## config.mk

```make
export PLATFORM = sky130hd
export DESIGN_NAME = clk_sel_ctrl
export DESIGN_NICKNAME = d
export VERILOG_FILES = /design/src/rtl/clk_sel_ctrl.sv
export SDC_FILE = /design/constraint.sdc
export NUM_CORES = 1
export LEC_CHECK = 0
export CORE_UTILIZATION = 45
export CTS_CLUSTER_SIZE = 8
export DETAILED_ROUTE_END_ITERATION = 8
export DONT_BUFFER_PORTS = 1
export HOLD_SLACK_MARGIN = 0.05
export SLEW_MARGIN = 20
export SYNTH_ARGS = -nofsm -noshare
export SYNTH_HDL_FRONTEND = slang
export SYNTH_SLANG_ARGS = --single-unit
```

## constraint.sdc

```tcl
create_clock -name clk_in -period 3.7 [get_ports clk_in]
set_clock_uncertainty 0.05 [all_clocks]
set_input_delay 0.74 -clock clk_in [delete_from_list [all_inputs] [get_ports clk_in]]
set_output_delay 0.74 -clock clk_in [all_outputs]
set_load 0.05 [all_outputs]
```

## src/rtl/clk_sel_ctrl.sv

```systemverilog
// Clock-source select controller: round-robin arbitration of switch requests,
// mux handshake, settle and dwell timing. Define CLK_SEL_CTRL_TIMEOUT_EN to abort stuck switches.
module clk_sel_ctrl #(
    parameter int SETTLE_CYC  = 8,
    parameter int DWELL_CYC   = 16,
    parameter int TIMEOUT_CYC = 255
) (
    input  logic       clk_in,
    input  logic       rst_n,
    input  logic [2:0] i_req_valid,
    input  logic [5:0] i_req_src,
    output logic [2:0] o_req_ready,
    input  logic [2:0] i_mux_en,
    output logic [1:0] o_sel_clk,
    output logic [1:0] o_cur_src,
    output logic       o_busy,
    output logic       o_err,
    input  logic       i_err_clr
);

    localparam int MAX_SD  = (SETTLE_CYC > DWELL_CYC) ? SETTLE_CYC : DWELL_CYC;
    localparam int MAX_CYC = (MAX_SD > TIMEOUT_CYC) ? MAX_SD : TIMEOUT_CYC;
    localparam int CW      = $clog2(MAX_CYC + 1);
    localparam logic [CW-1:0] SETTLE_END = CW'(SETTLE_CYC - 1);
    localparam logic [CW-1:0] DWELL_END  = CW'(DWELL_CYC - 1);
`ifdef CLK_SEL_CTRL_TIMEOUT_EN
    localparam logic [CW-1:0] TO_END     = CW'(TIMEOUT_CYC - 1);
`endif

    typedef enum logic [2:0] {S_IDLE, S_ARB, S_SWITCH, S_SETTLE, S_DWELL} state_t;

    state_t          r_state;
    logic [2:0]      r_en_m, r_en_s;
    logic [1:0]      r_rr, r_tgt, r_sel_clk, r_cur_src;
    logic [CW-1:0]   r_cnt;
    logic            r_err;

    logic [1:0]      w_gnt_idx, w_tgt, w_rr_next;
    logic            w_gnt_any, w_en_hit;
    logic [CW-1:0]   w_cnt_inc;

    function automatic logic [1:0] rr_idx(input logic [1:0] base, input int k);
        int j;
        j = int'(base) + k;
        return 2'((j >= 3) ? j - 3 : j);
    endfunction

    // Scan from highest to lowest offset so the requester nearest rr wins.
    always_comb begin
        w_gnt_any = 1'b0;
        w_gnt_idx = 2'd0;
        for (int k = 2; k >= 0; k--) begin
            if (i_req_valid[rr_idx(r_rr, k)]) begin
                w_gnt_any = 1'b1;
                w_gnt_idx = rr_idx(r_rr, k);
            end
        end
    end

    assign w_tgt     = i_req_src[{w_gnt_idx, 1'b0} +: 2];
    assign w_rr_next = (w_gnt_idx == 2'd2) ? 2'd0 : w_gnt_idx + 2'd1;
    assign w_en_hit  = (r_en_s == (3'b001 << r_tgt));
    assign w_cnt_inc = (&r_cnt) ? r_cnt : r_cnt + CW'(1);

    // Accept pulse is combinational in ARB so a withdrawn request never sees it.
    assign o_req_ready = (r_state == S_ARB && w_gnt_any) ? (3'b001 << w_gnt_idx) : 3'b000;
    assign o_busy      = (r_state != S_IDLE);
    assign o_sel_clk   = r_sel_clk;
    assign o_cur_src   = r_cur_src;
    assign o_err       = r_err;

    always_ff @(posedge clk_in or negedge rst_n) begin
        if (!rst_n) begin
            r_en_m <= 3'b001;
            r_en_s <= 3'b001;
        end else begin
            r_en_m <= i_mux_en;
            r_en_s <= r_en_m;
        end
    end

    always_ff @(posedge clk_in or negedge rst_n) begin
        if (!rst_n) begin
            r_state   <= S_IDLE;
            r_rr      <= 2'd0;
            r_tgt     <= 2'd0;
            r_sel_clk <= 2'd0;
            r_cur_src <= 2'd0;
            r_cnt     <= '0;
            r_err     <= 1'b0;
        end else begin
            // Any set below is a later assignment, so set beats clear.
            if (i_err_clr) r_err <= 1'b0;
            case (r_state)
                S_IDLE: if (|i_req_valid) r_state <= S_ARB;
                S_ARB: begin
                    r_state <= S_IDLE;
                    if (w_gnt_any) begin
                        r_rr <= w_rr_next;
                        if (w_tgt == 2'd3) begin
                            r_err <= 1'b1;
                        end else if (w_tgt != r_cur_src) begin
                            r_tgt     <= w_tgt;
                            r_sel_clk <= w_tgt;
                            r_cnt     <= '0;
                            r_state   <= S_SWITCH;
                        end
                    end
                end
                S_SWITCH: begin
                    if (w_en_hit) begin
                        r_cnt   <= '0;
                        r_state <= S_SETTLE;
                    end
`ifdef CLK_SEL_CTRL_TIMEOUT_EN
                    else if (r_cnt == TO_END) begin
                        r_err     <= 1'b1;
                        r_sel_clk <= r_cur_src;
                        r_cnt     <= '0;
                        r_state   <= S_DWELL;
                    end else begin
                        r_cnt <= w_cnt_inc;
                    end
`endif
                end
                S_SETTLE: begin
                    if (r_cnt == SETTLE_END) begin
                        r_cur_src <= r_tgt;
                        r_cnt     <= '0;
                        r_state   <= S_DWELL;
                    end else begin
                        r_cnt <= w_cnt_inc;
                    end
                end
                S_DWELL: begin
                    if (r_cnt == DWELL_END) begin
                        r_cnt   <= '0;
                        r_state <= S_IDLE;
                    end else begin
                        r_cnt <= w_cnt_inc;
                    end
                end
                default: r_state <= S_IDLE;
            endcase
        end
    end

endmodule
```

# Yosys cells after proc, flatten, opt, wreduce, memory -nomap -nowiden
# Cells that the tools add are included.
[word_totals]
ff_bits = 24
input_bits = 15
out_inout_bits = 9
[classes]
add_sub_neg = 7
order_cmp = 6
n_eq_ne = 17
shift = 3
mux = 37
n_bitwise = 1
n_reduce_logical = 11
[ops]
columns = ["operator", "n"]
rows = [
  ["8-bit two-way mux", 7],
  ["8-bit one-hot mux with 4 select lines", 1],
  ["2-bit two-way mux", 10],
  ["3-bit two-way mux", 5],
  ["3-bit one-hot mux with 5 select lines", 1],
  ["2-bit != test, second input constant", 6],
  ["1-bit two-way mux", 10],
  ["2-bit by 3-bit less-than comparator with 1-bit output, second input constant", 3],
  ["8-bit by 1-bit adder with 8-bit output, second input constant", 1],
  ["8-bit by 3-bit equality test with 1-bit output, second input constant", 1],
  ["8-bit by 4-bit equality test with 1-bit output, second input constant", 1],
  ["4-bit AND reduction", 2],
  ["8-bit AND reduction", 1],
  ["1-bit binary-select mux with 2-bit select", 3],
  ["3-bit by 2-bit equality test with 1-bit output, second input constant", 2],
  ["3-bit by 2-bit >= comparator with 1-bit output, second input constant", 2],
  ["6-bit by 4-bit variable part select with 2-bit output", 1],
  ["1-bit by 2-bit left shift with 3-bit output, first input constant", 2],
  ["2-bit subtractor, second input constant", 3],
  ["5-bit AND reduction", 1],
  ["2-bit equality test, second input constant", 2],
  ["2-bit AND reduction", 2],
  ["4-bit nonzero test", 1],
  ["2-bit by 1-bit adder with 3-bit output, second input constant", 1],
  ["13 further kinds", 13],
]

# Logic depth before layout (Yosys ltp)
[depth]
depth_word = 14
ltp_mapped = 12
ltp_nobuf = 10

# Worst setup path after synthesis
# OpenSTA, ideal clock, no wires.
[synth_timing]
path_kind = "register -> output"
startpoint = "reg r_rr[0]"
endpoint = "out o_req_ready[2]"
arrival_time_ns = 2.772
required_time_ns = 2.910
setup_slack_ns = 0.138
path_stages_with_launch = 9
path_buffers = 1
cell_sequence = "dfrtp_1 inv_1 ha_1 and3b_4 o21bai_1 a31o_2 and2_4 buf_6 nor3_1"
[synth_between]
elab_chain_len = 10
[synth_lines]
columns = ["item", "line_no", "rtl"]
rows = [
  ["start: declaration", "34", "logic [1:0] r_rr, r_tgt, r_sel_clk, r_cur_src;"],
  ["start signal: assignment", "99", "r_rr <= w_rr_next;"],
  ["2-bit by 2-bit adder with 3-bit output", "44", "j = int'(base) + k;"],
  ["3-bit by 2-bit >= comparator with 1-bit output or 2-bit subtractor (tied branches)", "45", "return 2'((j >= 3) ? j - 3 : j);"],
  ["2-bit two-way mux", "45", ""],
  ["1-bit binary-select mux with 2-bit select", "53", "if (i_req_valid[rr_idx(r_rr, k)]) begin"],
  ["1-bit two-way mux (implied by the code)", "53", ""],
  ["2-bit two-way mux or 1-bit two-way mux (tied branches) (3 in series)", "53", ""],
  ["1-bit by 2-bit left shift with 3-bit output or 1-bit logical AND (tied branches)", "66", "assign o_req_ready = (r_state == S_ARB && w_gnt_any) ? (3'b001 << w_gnt_idx) : 3'b000;"],
  ["3-bit two-way mux *", "66", ""],
  ["end: declaration", "12", "output logic [2:0] o_req_ready,"],
]
# Mark *: on every way between the ends. The rest lies on a longest branch, timed or not. The select of a mux whose other input is x is not followed.

# Worst setup path after layout
[layout_timing]
startpoint = "reg r_rr[1]"
endpoint = "out o_req_ready[1]"
# Same word-level chain as after synthesis.

==> metrics.cfg <==
[die]
die_w_microns = 61.7
dieArea_sq_mm = 0.00381
fp.coreArea_sq_mm = 0.00339
pin_count = 24
fp.dieH_microns = 61.7
start_util_pct = 47.4
placementRows = 21

[placement]
dp_hpwl_microns = 2390
numPortBuffers = 0
place_congestion = 0.819
placed_area_sq_mm = 0.00166

[synth]
synth_area_leaders = dfrtp_1 (34%), nand3_1 (4.1%), nand2_1 (3.5%)
synth_area_per_cell_sq_um = 9.28
ys_seq_area_share_pct = 37.6
ys_types = 50
netlist_instances = 173
synth_edf_count = 0
synthArstFlopShare_pct = 100
synth_top_area_cell = dfrtp_1
syn_nets = 192
synth_ff_type = dfrtp_1
synthDominantCellAreaShare_pct = 34.3
synth_common_cells = dfrtp_1 (22), nand2_1 (15), nand3_1 (13)
yosys_register_bits = 24
syn_area_sq_mm = 0.00161
ys_warn_count = 0
yosysMostFrequentCell = dfrtp_1

[global_routing]
antenna_found_initial = 0
grt_pass1_wl_microns = 5240
track_usage_pct = 18.7
overflow = 0
grt_pass1_vias = 1179
grt_max_degree = 23

[route]
drtIter0Drc = 78
wl_per_cell_microns = 14.4
ant_nets = 0
drtPass1Iterations = 4
avgViaCountPerCell = 5.90
num_vias = 1315
wl_microns = 3220
drc_errors = 0

[timing]
fin_crit_sh_pct = 88.1
grt_setup_unrepaired = false
period_minus_slack_ps = 3260
slew_viol_final = 0
hold_ws_ps = 206
relSlewSlack_pct = 55.4
worstMarginPinSlew_ps = 669
fin_tns_setup_ps = 0
finalHoldViolCount = 0
fmax_ghz = 0.307
setup_viol_count_final = 0

[power]
finalPower_mw = 1.43
power_density_mw_per_mm2 = 842
peakVddDrop_v = 0.000374
p_leak_nw = 0.666

[final_layout]
final_util_pct = 50.2
design_area_sq_mm = 0.00170
nets = 197
multi_input_area_sq_um = 927
drive_gt1_share_pct = 16.9
diodes = 0
nFillCells = 309
syn_to_final_growth_pct = 5.92
seqCellArea_sq_um = 603

[critical_path]
critPathMaxFanout = 9
critPathKind = reg -> out
path_cells = inv_1 > ha_1 > nand2_1 > a21oi_1 > o311a_1 > nand2_1 > nor2_1 > buf_4
critical_path.startpoint = r_rr[1]$_DFFE_PN0P_
crit_family = compound AO/OA/AOI/OAI gates
slowest_delay_ps = 420
arrival_ps = 2470
r2r_start = r_rr[1]$_DFFE_PN0P_
worst-endpoint-required_ps = 2910
crit_path_top_delay_cell = dfrtp_1
crit_top_cell = nand2_1
cp-end-kind = output port
cp_num_buf_inv = 2
start_kind = flip-flop
r2r_slack_ps = 660

[clock_tree]
max-clock-path-buffers = 2
cts.htree.levels = 1
root_buffer = clkbuf_4
clkLatencyLatePin_ps = 310
cts_resized = 0
clk_pin_slew_ps = 130
cts.sinks = 24
cts_buffers = 3
cts_tree = done
cts_setup_buffers = 0

[job]
cap_violations = 0

[status]
status = complete, no violations

[hold_path]
hold_path.class = in -> async

[logic make-up after synthesis]
| group | after synthesis | synth area share [%] |
|---|---|---|
| AO/OA/AOI/OAI | 54 | 28.0 |
| flip-flops | 24 | 37.6 |
| AND/OR/NAND/NOR | 70 | 22.8 |
| buffers and inverters | 16 | 4.68 |
| multiplexers | 4 | 3.27 |
| XOR/XNOR | 1 | 0.546 |
| adder cells (fa/ha/maj) | 4 | 3.12 |
[through the flow]
step                cells  setup WS, ps
floorplan             173           138
global placement      218           832
detailed placement    218           682
CTS                   223           421
global route          223           201
finish                223           440
[what timing repair did]
action / in CTS / in global routing
hold buffers: 1 / 0
hold endpoints to repair: 22 / 0
endpoints found under the setup margin: 0 / 0
[power by group]
part | switching [mW] | leakage, nW | internal, mW
sequential | 0.108 | 0.302 | 0.316
clock | 0.0751 | 0.0210 | 0.0601
combinational | 0.531 | 0.343 | 0.341
total | 0.714 | 0.666 | 0.717
[final timing paths]
path,cells past startpoint,end
min in group clk_in,0,r_en_s[0]$_DFF_PN1_
max reg2reg,10,r_cnt[3]$_DFFE_PN0P_
min,0,r_en_s[0]$_DFF_PN1_
max in group asynchronous,1,r_cnt[1]$_DFFE_PN0P_
max,8,o_req_ready[1]
min reg2reg,0,r_en_s[0]$_DFF_PN1_
[state kept, by name, indices dropped and copies added (netlist names)]
| signal | count |
|---|---|
| o_err | 1 |
| r_cnt | 8 |
| r_en_m | 3 |
| o_sel_clk | 2 |
| o_cur_src | 2 |
| r_en_s | 3 |
| r_state | 3 |
| r_rr | 2 |
[per-layer routing]
metal / vias to the layer above / global-route usage, % / part of all wire [%]
li1: 656 / - / -
met3: 4 / 2.07 / 4.0
met4: 0 / 6.98 / 0.99
met1: 628 / 27.4 / 49
met2: 27 / 28.6 / 46
met5: - / 0 / 0
[placed cells by master (no fill, tap or decap), drive strengths merged, types with 2 or more instances in the layout]
cell | netlist | routed
dfrtp | 22 | 22
nand2 | 15 | 15
nand3 | 13 | 13
o21ai | 13 | 13
nor2 | 12 | 12
inv | 11 | 11
a21oi | 7 | 7
nand4 | 6 | 6
a31oi | 5 | 5
buf | 2 | 5
o211ai | 5 | 5
ha | 4 | 4
or2 | 4 | 4
mux2i | 4 | 4
and2 | 4 | 4
clkbuf | 3 | 4
o22ai | 3 | 3
nor2b | 3 | 3
nand3b | 2 | 2
a21o | 2 | 2
nand2b | 2 | 2
a31o | 2 | 2
o311a | 2 | 2
o311ai | 2 | 2
nor3 | 2 | 2
or3 | 2 | 2
o21a | 2 | 2
nor4 | 2 | 2
a211oi | 2 | 2
dfstp | 2 | 2
o31ai | 2 | 2
[cell type report]
type,instances,share of cell area (%)
multi-input cells,133,54.5
inverters,11,2.43
flip-flops and latches,24,35.5
repair buffers,5,2.06
well taps,46,3.38
clock buffers,4,2.13
Power figures use the tool's default switching activity.
